$ cat config.mk
export PLATFORM = sky130hd
export DESIGN_NAME = rdft_stage_sequencer
export DESIGN_NICKNAME = d
export VERILOG_FILES = /design/src/rtl/rdft_stage_sequencer.sv
export SDC_FILE = /design/constraint.sdc
export NUM_CORES = 1
export LEC_CHECK = 0
export CAP_MARGIN = 20
export CORE_MARGIN = 10
export CORE_UTILIZATION = 58
export CTS_BUF_LIST = sky130_fd_sc_hd__clkbuf_4
export CTS_CLUSTER_SIZE = 28
export DETAILED_ROUTE_END_ITERATION = 8
export PLACE_DENSITY_LB_ADDON = 0.15
export REMOVE_ABC_BUFFERS = 1
export SLEW_MARGIN = 20
export SYNTH_ARGS = -nofsm -noshare
export SYNTH_HDL_FRONTEND = slang
export SYNTH_SLANG_ARGS = --single-unit
$ cat constraint.sdc
create_clock -name clk -period 4.94 [get_ports clk]
set_input_delay 1.235 -clock clk [delete_from_list [all_inputs] [get_ports clk]]
set_output_delay 1.235 -clock clk [all_outputs]
set_load 0.05 [all_outputs]
$ cat src/rtl/rdft_stage_sequencer.sv
// -----------------------------------------------------------------------------
// rdft_stage_sequencer
//
// Sequences an N = 2^N_LOG2 point radix-2 RDFT through N_LOG2 stages. It
// issues one butterfly per cycle to the shared complex butterfly/scale unit.
// Each issue's operand addresses are delayed by SCALE_LAT cycles, so the
// results are written back in place. A start/busy/done handshake links this
// block to the frame buffer controller.
//
// Optional feature macro: RDFT_STAGE_SCALE_EN
//   defined     : op_scale follows op_valid during the final stage
//                 (this is the final-stage gain compensation)
//   not defined : op_scale is tied low; the port remains present
//
// Parameters:
//   N_LOG2    log2 of the transform length (1..10)
//   SCALE_LAT latency of the butterfly/scale unit in cycles (1..8)
//   AW        address width
//
// Ports:
//   clk        rising-edge clock
//   rst        asynchronous active-high reset; abandons any frame in flight
//   start      begin a transform (accepted only while idle)
//   stall      freeze issue for this cycle (buffer port conflict)
//   busy       high from start acceptance until done
//   done       one-cycle pulse after the last write-back
//   op_valid   addr_a/addr_b/tw_idx/op_scale are valid this cycle
//   addr_a     butterfly top operand address
//   addr_b     butterfly bottom operand address
//   tw_idx     twiddle ROM index
//   stage      stage number of the current/last issue
//   op_scale   scale-by-2 request to the datapath
//   wr_en      write-back strobe (op_valid delayed SCALE_LAT cycles)
//   wr_addr_a  addr_a delayed SCALE_LAT cycles
//   wr_addr_b  addr_b delayed SCALE_LAT cycles
// -----------------------------------------------------------------------------
module rdft_stage_sequencer #(
  parameter int N_LOG2    = 3,
  parameter int SCALE_LAT = 1,
  parameter int AW        = N_LOG2,
  localparam int TW       = (AW > 1) ? AW - 1 : 1,
  localparam int SW       = (N_LOG2 > 1) ? $clog2(N_LOG2) : 1
) (
  input  logic          clk,
  input  logic          rst,
  input  logic          start,
  input  logic          stall,
  output logic          busy,
  output logic          done,
  output logic          op_valid,
  output logic [AW-1:0] addr_a,
  output logic [AW-1:0] addr_b,
  output logic [TW-1:0] tw_idx,
  output logic [SW-1:0] stage,
  output logic          op_scale,
  output logic          wr_en,
  output logic [AW-1:0] wr_addr_a,
  output logic [AW-1:0] wr_addr_b
);

  localparam int            BW     = (N_LOG2 > 1) ? N_LOG2 - 1 : 1;
  localparam logic [BW-1:0] B_LAST = BW'((1 << (N_LOG2 - 1)) - 1);
  localparam logic [SW-1:0] S_LAST = SW'(N_LOG2 - 1);
  localparam logic [3:0]    D_LAST = 4'(SCALE_LAT - 1);

  typedef enum logic [1:0] {
    ST_IDLE  = 2'd0,
    ST_RUN   = 2'd1,
    ST_DRAIN = 2'd2,
    ST_DONE  = 2'd3
  } state_t;

  state_t        state_r, state_nx_s;
  logic [BW-1:0] b_r, b_nx_s;
  logic [SW-1:0] s_r, s_nx_s;
  logic [3:0]    cnt_r, cnt_nx_s;
  logic          issue_s;
  logic          last_b_s;
  logic          last_s_s;
  logic          scale_s;

  logic [31:0]   b32_s, s32_s, half32_s, pos32_s, grp32_s, a32_s, bb32_s, tw32_s;
  logic [AW-1:0] addr_a_s, addr_b_s;
  logic [TW-1:0] tw_idx_s;

  logic          wr_v_r [SCALE_LAT];
  logic [AW-1:0] wr_a_r [SCALE_LAT];
  logic [AW-1:0] wr_b_r [SCALE_LAT];

  assign last_b_s = (b_r == B_LAST);
  assign last_s_s = (s_r == S_LAST);

`ifdef RDFT_STAGE_SCALE_EN
  assign scale_s = issue_s & last_s_s;
`else
  assign scale_s = 1'b0;
`endif

  // Butterfly address and twiddle generation for the (stage, butterfly) pair.
  // The arithmetic uses 32 bits so the shifts never overflow, then narrows.
  always_comb begin
    b32_s    = 32'(b_r);
    s32_s    = 32'(s_r);
    half32_s = 32'd1 << s32_s;
    pos32_s  = b32_s & (half32_s - 32'd1);
    grp32_s  = b32_s >> s32_s;
    a32_s    = (grp32_s << (s32_s + 32'd1)) | pos32_s;
    bb32_s   = a32_s + half32_s;
    tw32_s   = pos32_s << (32'(N_LOG2 - 1) - s32_s);
  end

  assign addr_a_s = AW'(a32_s);
  assign addr_b_s = AW'(bb32_s);
  assign tw_idx_s = TW'(tw32_s);

  // FSM state and the butterfly/stage/drain counters.
  always_ff @(posedge clk or posedge rst) begin
    if (rst) begin
      state_r <= ST_IDLE;
      b_r     <= '0;
      s_r     <= '0;
      cnt_r   <= 4'd0;
    end else begin
      state_r <= state_nx_s;
      b_r     <= b_nx_s;
      s_r     <= s_nx_s;
      cnt_r   <= cnt_nx_s;
    end
  end

  // Next state, counter updates and the issue decision.
  always_comb begin
    state_nx_s = state_r;
    b_nx_s     = b_r;
    s_nx_s     = s_r;
    cnt_nx_s   = cnt_r;
    issue_s    = 1'b0;
    case (state_r)
      ST_IDLE: begin
        if (start) begin
          state_nx_s = ST_RUN;
          b_nx_s     = '0;
          s_nx_s     = '0;
        end else begin
          state_nx_s = ST_IDLE;
        end
      end
      ST_RUN: begin
        if (!stall) begin
          issue_s = 1'b1;
          if (last_b_s) begin
            // The next stage follows directly, with no bubble between stages.
            b_nx_s = '0;
            if (last_s_s) begin
              state_nx_s = ST_DRAIN;
              cnt_nx_s   = 4'd0;
            end else begin
              s_nx_s = s_r + SW'(1);
            end
          end else begin
            b_nx_s = b_r + BW'(1);
          end
        end else begin
          issue_s = 1'b0;
        end
      end
      ST_DRAIN: begin
        // Wait until the write-back pipeline has emptied.
        if (cnt_r == D_LAST) begin
          state_nx_s = ST_DONE;
        end else begin
          cnt_nx_s = cnt_r + 4'd1;
        end
      end
      ST_DONE: begin
        state_nx_s = ST_IDLE;
      end
      default: begin
        state_nx_s = ST_IDLE;
      end
    endcase
  end

  // Registered issue outputs and handshake. The address outputs hold while no
  // issue is made.
  always_ff @(posedge clk or posedge rst) begin
    if (rst) begin
      busy     <= 1'b0;
      done     <= 1'b0;
      op_valid <= 1'b0;
      op_scale <= 1'b0;
      addr_a   <= '0;
      addr_b   <= '0;
      tw_idx   <= '0;
      stage    <= '0;
    end else begin
      busy     <= (state_nx_s != ST_IDLE);
      done     <= (state_r == ST_DONE);
      op_valid <= issue_s;
      op_scale <= scale_s;
      if (issue_s) begin
        addr_a <= addr_a_s;
        addr_b <= addr_b_s;
        tw_idx <= tw_idx_s;
        stage  <= s_r;
      end else if ((state_r == ST_IDLE) && start) begin
        stage <= '0;
      end
    end
  end

  // Write-back delay line. It shifts every cycle, so issues made before a
  // stall still retire during the stall.
  always_ff @(posedge clk or posedge rst) begin
    if (rst) begin
      for (int i = 0; i < SCALE_LAT; i++) begin
        wr_v_r[i] <= 1'b0;
        wr_a_r[i] <= '0;
        wr_b_r[i] <= '0;
      end
    end else begin
      wr_v_r[0] <= op_valid;
      wr_a_r[0] <= addr_a;
      wr_b_r[0] <= addr_b;
      for (int i = 1; i < SCALE_LAT; i++) begin
        wr_v_r[i] <= wr_v_r[i-1];
        wr_a_r[i] <= wr_a_r[i-1];
        wr_b_r[i] <= wr_b_r[i-1];
      end
    end
  end

  assign wr_en     = wr_v_r[SCALE_LAT-1];
  assign wr_addr_a = wr_a_r[SCALE_LAT-1];
  assign wr_addr_b = wr_b_r[SCALE_LAT-1];

endmodule

* Word level (Yosys, flattened, before mapping)
Index checks and enable logic that the tools add are counted.
** Cells by class
- $add $sub $neg :: 7
- Equality and inequality tests :: 11
- Shift operators :: 4
- Multiplexer cells :: 23
- Bitwise operators :: 2
- Reduce and logical (&&, ||, !) cells :: 10
** Operator list (number)
- $and 2x32->32 :: 1
- $shl 1x2->32 const A :: 1
- $shl 32x3->3 :: 1
- $shl 32x32->2 :: 1
- $shr 2x2->32 :: 1
- $sub 32x1->32 const B :: 1
- $mux 2 :: 12
- $mux 4 :: 4
- $ne 2x2->1 const B :: 6
- $reduce_and 5->1 :: 2
- $eq 2x2->1 const B :: 4
- $pmux 2 s2 :: 2
- $pmux 2 s4 :: 1
- $pmux 4 s2 :: 1
- $reduce_bool 2->1 :: 4
- $add 2x1->2 const B :: 2
- $add 4x1->4 const B :: 1
- $logic_not 4->1 :: 1
- $add 2x1->3 const B :: 1
- $add 3x3->3 :: 1
- $mux 1 :: 3
- $or 3x3->3 :: 1
- $reduce_and 3->1 :: 1
- $sub 2x2->3 const A :: 1
- other kinds (3) :: 3
** Word-level totals
- Register bits :: 30
- Bits of input ports :: 4
- Output and inout bits :: 21

* Longest topological paths before layout
Gate-level depths: netlist of run 1.
- Word-level depth :: 6
- Gate-level depth with buffers :: 9
- Gate-level depth less buffers :: 8

* Worst setup path before layout of run 1
No wires, ideal clock.
- Path kind :: input -> register
- From :: in stall
- To :: reg cnt_r[3]
- Arrival :: 2.111 ns
- Data required time :: 4.814 ns
- Setup slack :: 2.703 ns
- Stages :: 5
- Path buffers :: 1
- Cells stage by stage :: or3b_1 buf_6 o21a_1 o21ai_1 o31ai_1
** On the way
- Longest elaborated chain between the ends :: 2
** Ends and longest elaborated chain
- from (decl) :: line 47 : input logic stall,
- $ne 2x2->1 (no line)
- $reduce_and 5->1 (no line)
- to (signal assigned) :: line 127 : cnt_r <= cnt_nx_s;
- to (decl) :: line 76 : logic [3:0] cnt_r, cnt_nx_s;
No other way between the ends.
A chain may end at the register's enable or synchronous reset.

* Final worst setup path of run 1
- From :: reg addr_b[2]
- To :: out addr_b[2]
** RTL lines
- from (decl) :: line 52 : output logic [AW-1:0] addr_b,
- from (signal assigned) :: line 203 : addr_b <= addr_b_s;
No word-level cell between the ends.

==> impl_metrics.json, run 1 <==
{
  "status": "completed",
  "drive_gt1_share_pct": 6.71,
  "synth-compound-area-share_pct": 16.3,
  "post_cts_buffers": 0,
  "yosys.area_share.simple_pct": 11.2,
  "ant_nets": 0,
  "slowest_stage": "clkdlybuf4s50_1",
  "fin_setup_tns_ns": 0,
  "wl_mm": 2.55,
  "synth_warnings": 0,
  "max-slew-margin-rel_pct": 61.1,
  "firstDrtPassIters": 4,
  "fillerInstances": 172,
  "hp-class": "flop to flop",
  "required_ns": 3.70,
  "arrival_ns": 1.54,
  "hold_violations": 0,
  "cp_num_buf_inv": 1,
  "dieArea_um2": 4820,
  "min_period_over_period_pct": 56.1,
  "fp-row-count": 17,
  "globalRouteTotalUtil_pct": 10.9,
  "p_per_area_nw_per_um2": 714,
  "clk-insertion-delay-late_ns": 0.33,
  "tritoncts": "done",
  "dieHeight_um": 69.4,
  "drtIter0Drc": 41,
  "initial_core_util_pct": 62.2,
  "port_buffers": 23,
  "synth-xor-area-share_pct": 2.48,
  "path_class": "flop to primary output",
  "dp_cells": 169,
  "cts_hold_buf": 0,
  "dieWidth_um": 69.4,
  "synthMuxAreaShare_pct": 3.80,
  "antenna_cells": 0,
  "synth-seq-cells": 30,
  "min_path_cells": 0,
  "setup_viol": 0,
  "grt_remaining_overflow": 0,
  "cts_sinks": 30,
  "fin_cells": 177,
  "synth-adder-area-share_pct": 7.96,
  "cts_made_buffers": 5,
  "htree_levels": 2,
  "wl_per_cell_um": 14.4,
  "end_kind": "primary output",
  "area_growth_pct": 19.1,
  "cp_max_fo": 3,
  "drcViolationCount": 0,
  "grt_max_degree": 31,
  "vias_per_cell": 5.41,
  "clockBufferDepth": 2,
  "syn_area_per_cell_um2": 11.4,
  "drv_slew": 0,
  "antenna_found_initial": 0,
  "start_kind": "flop",
  "final_common_cell": "dfrtp_1",
  "grt_pass1_vias": 949,
  "final_core_util_pct": 74.1,
  "path_clk_slew_ns": 0.09,
  "finClkSkew_ns": 0.00967,
  "vias": 958,
  "cp.depth": 1,
  "gp_congestion": 0.898,
  "syn_area_um2": 1420,
  "max-cap-violations": 0,
  "leakagePower_uw": 0.000760,
  "synthCells": 124,
  "postCtsResizedCells": 0,
  "multiInputGateArea_um2": 594,
  "power.total_uw": 1200,
  "place_hpwl_mm": 1.87,
  "synth_top_family_by_area": "compound AO/OA/AOI/OAI gates",
  "cts-root-buf": "clkbuf_4",
  "slowest_delay_ns": 0.82,
  "period_minus_slack_ns": 2.77,
  "worst-slew-pin-transition_ns": 0.582,
  "grt_pass1_wl_mm": 4.37,
  "worstPathCellList": "clkdlybuf4s50_1",
  "core_um2": 2280,
  "io_pins": 25,
  "vdd_drop_max_mv": 0.521,
  "rr_worst_depth": 7,
  "path_delay_family": "buffers and inverters",
  "seq_area_frac_synth_pct": 53.1,
  "fmax_ghz": 0.361,
  "layout_common_cells": "30 x dfrtp_1, 23 x clkdlybuf4s50_1, 9 x nand2_1, 9 x a22o_1, 9 x ha_1",
  "regArea_um2": 751,
  "synth.distinct_cells": 35,
  "rsz0062_at_grt": "false",
  "nets": 161
}
metal layers:
metal	GRT usage, %	vias up	routed length (µm)
li1	-	482	-
met1	12.0	444	1170
met2	16.2	24	1110
met3	5.85	8	217
met4	6.65	0	57
met5	0	-	0
stage by stage:
| stage | hold WS, ns | setup slack [ns] | instance area (µm²) |
|---|---|---|---|
| after global placement | 0.363 | 1.92 | 1640 |
| after floorplan | 0.449 | 2.60 | 1370 |
| final | 0.380 | 2.17 | 1690 |
| after CTS | 0.384 | 2.14 | 1690 |
| after detailed placement | 0.366 | 1.85 | 1640 |
| after global routing | 0.397 | 2.09 | 1690 |
synth_stat cells:
cell type,n,area (µm²)
nor3b_1,1,7.51
nor2_1,7,26.3
and2_1,1,6.26
mux2i_1,2,20.0
a311oi_1,1,8.76
mux2_2,3,33.8
conb_1,1,3.75
nor2b_1,3,18.8
nor4bb_1,1,10.0
o21ai_0,4,20.0
dfrtp_1,30,751
or3b_1,1,8.76
buf_4,1,7.51
xnor2_1,3,26.3
a32oi_1,1,8.76
o21ai_1,4,20.0
clkbuf_1,1,3.75
a21oi_1,1,5.00
inv_1,7,26.3
nor3_1,1,5.00
nand2b_1,4,25.0
o31ai_2,1,12.5
buf_6,2,22.5
a21o_1,1,7.51
ha_1,9,113
nand3_1,2,10.0
o21bai_1,3,22.5
o31ai_1,3,22.5
o41ai_1,1,8.76
buf_2,2,10.0
xor2_1,1,8.76
nand3b_1,1,7.51
a22o_1,9,78.8
o21a_1,2,15.0
nand2_1,9,33.8
sequential cells by signal, indices dropped and copies added (netlist names), 3 cells and up:
| name | cells |
|---|---|
| cnt_r | 4 |
| addr_b | 3 |
| wr_addr_b | 3 |
| wr_addr_a | 3 |
| addr_a | 3 |
layout make-up:
cell class | count | share of cell area (%)
sequential | 30 | 44.5
inverter | 7 | 1.56
timing repair buffer | 23 | 13.7
tap | 28 | 2.08
multi-input combinational | 81 | 35.3
clock inverter | 3 | 0.668
clock buffer | 5 | 2.23
cell families (layout without fill, tap and decap cells):
kind of cell | Yosys count | count (layout)
compound gates | 31 | 31
xor+xnor | 4 | 4
fa+ha+maj | 9 | 9
buf+inv | 13 | 38
flops | 30 | 30
mux | 5 | 5
other cells | 1 | 1
simple gates | 31 | 31
path summary, 6_finish.rpt:
check                                 startpoint                endpoint  slack, ns
setup / recovery           addr_b[2]$_DFFE_PP0P_               addr_b[2]       2.17
hold / removal                op_valid$_DFF_PP0_         wr_en$_DFF_PP0_       0.38
setup reg to reg              s_r[0]$_DFFE_PP0P_   addr_b[1]$_DFFE_PP0P_       2.76
hold reg to reg               op_valid$_DFF_PP0_         wr_en$_DFF_PP0_       0.38
max in group asynchronous                    rst      op_valid$_DFF_PP0_       3.26
min in group asynchronous                    rst  wr_addr_a[1]$_DFF_PP0_       1.29
where the power goes:
part           switching, µW  internal [µW]
Combinational            395            251
Clock                   77.3           50.5
Sequential              89.8            339
Total                    562            641
(Power assumes the default switching activity.)
==> run 2, diff against run 1 <==
CORE_UTILIZATION = 54   (was 58)
clock period = 2.75 ns   (was 4.94 ns; I/O delays follow)
==> impl_metrics.json, run 2 (synthesis gave the netlist of run 1 again) <==
{
  "status": "completed",
  "drcViolationCount": 0,
  "tritoncts": "done",
  "start_kind": "flop",
  "min_period_over_period_pct": 80.9,
  "globalRouteTotalUtil_pct": 12.0,
  "p_per_area_nw_per_um2": 1280,
  "ant_nets": 0,
  "drive_gt1_share_pct": 9.21,
  "vias_per_cell": 5.48,
  "period_minus_slack_ns": 2.23,
  "path_delay_family": "buffers and inverters",
  "drtIter0Drc": 54,
  "antenna_found_initial": 0,
  "largest_reg_flops": 4,
  "htree_levels": 2,
  "top_register": "cnt_r",
  "arrival_ns": 1.54,
  "hold_violations": 0,
  "required_ns": 2.06,
  "wl_per_cell_um": 15.1,
  "slowest_stage": "clkdlybuf4s50_1",
  "grt_max_degree": 31,
  "fmax_ghz": 0.449,
  "final_common_cell": "dfrtp_1",
  "finClkSkew_ns": 0.00732,
  "cp_max_fo": 3,
  "path_class": "flop to primary output",
  "rrSetupSlack_ns": 0.55,
  "grt_pass1_vias": 1015,
  "firstDrtPassIters": 4,
  "grt_busiest_layer": "met2",
  "clk-insertion-delay-late_ns": 0.33,
  "slowest_delay_ns": 0.82,
  "fp-row-count": 18,
  "nets": 164,
  "vias": 998,
  "max-cap-violations": 0,
  "max-slew-margin-rel_pct": 65.1,
  "dp_cells": 174,
  "met2_usage_pct": 18.6,
  "place_hpwl_mm": 2.01,
  "grt_pass1_wl_mm": 4.87,
  "vdd_drop_max_mv": 0.923,
  "final_core_util_pct": 68.6,
  "cts_made_buffers": 5,
  "post_cts_buffers": 0,
  "postCtsResizedCells": 0,
  "cp_num_buf_inv": 1,
  "gp_congestion": 0.856,
  "clockBufferDepth": 2,
  "met3_usage_pct": 5.02,
  "wl_mm": 2.74,
  "cts_sinks": 30,
  "min_path_cells": 0,
  "leakagePower_uw": 0.000781,
  "dieWidth_um": 71.2,
  "final_area_um2": 1720,
  "grt_remaining_overflow": 0,
  "io_pins": 25,
  "core_um2": 2500,
  "rr_worst_depth": 7,
  "path_clk_slew_ns": 0.09,
  "cts-root-buf": "clkbuf_4",
  "worstPathCellList": "clkdlybuf4s50_1",
  "hold_ws_ns": 0.389,
  "layout_common_cells": "30 x dfrtp_1, 23 x clkdlybuf4s50_1, 9 x nand2_1, 9 x a22o_1, 9 x ha_1",
  "post_dp_cell_area_um2": 1660,
  "antenna_cells": 0,
  "cp.depth": 1,
  "cts_hold_buf": 0,
  "port_buffers": 23,
  "hold-path-endpoint": "wr_en$_DFF_PP0_",
  "r2r-end": "addr_b[1]$_DFFE_PP0P_",
  "fin_setup_tns_ns": 0,
  "setup_viol": 0,
  "dieArea_um2": 5070,
  "area_growth_pct": 21.2,
  "rsz0062_at_grt": "false",
  "fin_cells": 182,
  "hold_start": "op_valid$_DFF_PP0_",
  "dieHeight_um": 71.2,
  "end_kind": "primary output",
  "initial_core_util_pct": 56.6,
  "rr_startpoint": "s_r[0]$_DFFE_PP0P_",
  "gr-usage-met1_pct": 13.4,
  "worst-slew-pin-transition_ns": 0.522,
  "drv_slew": 0,
  "hp-class": "flop to flop"
}
[run 2: changes by cell type in the layout (fill, tap and decap cells not counted), sizes merged]
cell / previous run / this run
buf: 0 / 3
clkbuf: 5 / 6
clkinv: 3 / 2
[run 2: worst max-delay path by stage]
stage	start	end	slack, ns
final	addr_a[1]$_DFFE_PP0P_	addr_a[1]	0.52
after global routing	s_r[0]$_DFFE_PP0P_	addr_b[1]$_DFFE_PP0P_	0.39
after CTS	addr_a[1]$_DFFE_PP0P_	addr_a[1]	0.50
after detailed placement	stall	tw_idx[0]$_DFFE_PP0P_	0.48
after global placement	stall	tw_idx[0]$_DFFE_PP0P_	0.53
after floorplan	s_r[0]$_DFFE_PP0P_	addr_b[1]$_DFFE_PP0P_	0.84
[run 2: area by class of cell]
cell class	count	area [µm²]
Sequential cell	30	751
Tap cell	30	37.5
Clock buffer	6	45.0
Fill cell	196	785
Timing Repair Buffer	26	253
Inverter	7	26.3
Clock inverter	2	8.76
Multi-Input combinational cell	81	594
[run 2: metrics by stage]
| step | total power (µW) | worst slack [ns] |
|---|---|---|
| 5_1_grt | 2360 | 0.395 |
| 4_1_cts | 2230 | 0.495 |
| 2_1_floorplan | 1590 | 0.836 |
| 3_3_place_gp | 1920 | 0.533 |
| 3_5_place_dp | 1960 | 0.479 |
| 6_report | 2200 | 0.525 |
[run 2: power breakdown]
part	internal, µW	switching, µW	leakage, µW	total (µW)
combinational	454	720	0.000374	1170
clock	106	148	0.0000331	254
sequential	609	162	0.000374	771
[run 2: per-layer routing]
metal | vias up | part of all wire, % | wire, µm
met5 | - | 0 | 0
met2 | 29 | 48 | 1310
met4 | 0 | 2.4 | 67
met1 | 472 | 43 | 1170
li1 | 489 | - | -
met3 | 8 | 7.1 | 195
==> run 3, diff against run 2 <==
clock period = 2.08 ns   (was 2.75 ns; I/O delays follow)
==> impl_metrics.json, run 3 (synthesis gave the netlist of run 1 again) <==
{
  "period_minus_slack_ns": 2.03,
  "fin_ws_ns": 0.0529,
  "drv_slew": 0,
  "core_um2": 2500,
  "path_clk_slew_ns": 0.09,
  "grt_remaining_overflow": 0,
  "combPwrFrac_pct": 55.8,
  "max-cap-violations": 0,
  "globalRouteTotalUtil_pct": 11.1,
  "clockBufferDepth": 2,
  "finClkSkew_ns": 0.00403,
  "pwr-share-seq_pct": 33.3,
  "io_pins": 25,
  "switching_power_uw": 1360,
  "grt_pass1_wl_mm": 4.62,
  "max-slew-margin-rel_pct": 65.6,
  "cts_hold_buf": 0,
  "firstDrtPassIters": 4,
  "leakagePower_uw": 0.000840,
  "area_growth_pct": 24.3,
  "path_delay_family": "buffers and inverters",
  "vdd_drop_max_mv": 1.29,
  "drcViolationCount": 0,
  "place_hpwl_mm": 2.00,
  "top_register": "cnt_r",
  "dieHeight_um": 71.2,
  "final_area_um2": 1760,
  "worstPathCellList": "clkdlybuf4s50_1",
  "tritoncts": "done",
  "hp-class": "flop to flop",
  "fp-row-count": 18,
  "drtIter0Drc": 24,
  "end_kind": "primary output",
  "gp_congestion": 0.859,
  "port_buffers": 23,
  "slowest_delay_ns": 0.82,
  "cts_made_buffers": 5,
  "wl_mm": 2.69,
  "wl_per_cell_um": 14.4,
  "arrival_ns": 1.51,
  "vias": 1006,
  "htree_levels": 2,
  "required_ns": 1.56,
  "cts-root-buf": "clkbuf_4",
  "layout_common_cells": "29 x dfrtp_1, 19 x clkdlybuf4s50_1, 10 x buf_4",
  "cp_max_fo": 3,
  "grt_pass1_vias": 1050,
  "min_period_over_period_pct": 97.5,
  "power.total_uw": 2950,
  "worst-slew-pin-transition_ns": 0.516,
  "fmax_ghz": 0.493,
  "ant_nets": 0,
  "rsz0062_at_grt": "false",
  "clkPwrFrac_pct": 10.9,
  "p_int_uw": 1590,
  "p_per_area_nw_per_um2": 1680,
  "antenna_cells": 0,
  "dieArea_um2": 5070,
  "cp_num_buf_inv": 1,
  "dieWidth_um": 71.2,
  "cts_sinks": 30,
  "grt_max_degree": 31,
  "slowest_stage": "clkdlybuf4s50_1",
  "drive_gt1_share_pct": 14.6,
  "path_class": "flop to primary output",
  "antenna_found_initial": 0,
  "status": "completed",
  "netSwitchingFraction_pct": 46.1,
  "setup_viol": 0,
  "initial_core_util_pct": 56.6,
  "post_dp_cell_area_um2": 1690,
  "fillerInstances": 182,
  "largest_reg_flops": 4,
  "fin_setup_tns_ns": 0,
  "hold_violations": 0,
  "clk-insertion-delay-late_ns": 0.31,
  "start_kind": "flop",
  "final_common_cell": "dfrtp_1",
  "pre_cts_ws_ns": 0.0502,
  "nets": 169,
  "vias_per_cell": 5.38
}
## run 3: changes by cell type in the layout (fill, tap and decap cells not counted)
cell / change
clkdlybuf4s50_1: -4
dlymetal6s2s_1: +2
o31ai_2: +1
dfrtp_1: -1
buf_4: +7
o31ai_1: -1
dfrtp_2: +1
## run 3: final timing paths
kind | from | slack, ns | endpoint | depth (start not counted)
min in group asynchronous | rst | 0.58 | wr_addr_a[1]$_DFF_PP0_ | 3
hold / removal | op_valid$_DFF_PP0_ | 0.38 | wr_en$_DFF_PP0_ | 0
setup reg to reg | s_r[0]$_DFFE_PP0P_ | 0.18 | addr_b[1]$_DFFE_PP0P_ | 7
max in group asynchronous | rst | 1.19 | s_r[0]$_DFFE_PP0P_ | 3
hold reg to reg | op_valid$_DFF_PP0_ | 0.38 | wr_en$_DFF_PP0_ | 0
setup / recovery | addr_b[0]$_DFFE_PP0P_ | 0.05 | addr_b[0] | 1
## run 3: repair_timing
item / in CTS / in global routing
buffers inserted: 0 / 0
gates resized for setup: 0 / 4
setup endpoints to repair: 0 / 3
## run 3: metal layers
| layer | up-vias | GRT usage [%] | wire length, µm | part of all wire [%] |
|---|---|---|---|---|
| li1 | 495 | - | - | - |
| met1 | 472 | 12.5 | 1230 | 46 |
| met2 | 34 | 17.4 | 1210 | 45 |
| met3 | 5 | 5.02 | 210 | 7.8 |
| met4 | 0 | 5.38 | 42 | 1.6 |
| met5 | - | 0 | 0 | 0 |
## run 3: stage by stage
stage                     std cells  util, %  hold slack (ns)
final                           187     70.4            0.382
after global routing            187     70.4            0.409
after CTS                       187     69.9            0.389
after detailed placement        179     67.8            0.368
after global placement          179     67.8            0.360
after floorplan                 118        -            0.449
## run 3: power by group through the flow
stage | Clock, µW | Combinational [µW] | Sequential, µW
floorplan | 0 | 603 | 1500
global placement | 0 | 1610 | 982
detailed placement | 0 | 1640 | 998
CTS | 337 | 1650 | 985
global route | 353 | 1800 | 1020
finish | 321 | 1650 | 984
## run 3: area by class of cell
cell class | instances | area [µm²] | area share (%)
clock inverter | 2 | 8.76 | 0.498
inverter | 7 | 26.3 | 1.49
clock buffer | 6 | 45.0 | 2.56
timing repair buffer | 31 | 290 | 16.5
multi-input combinational | 81 | 599 | 34.1
tap | 30 | 37.5 | 2.13
sequential | 30 | 752 | 42.7
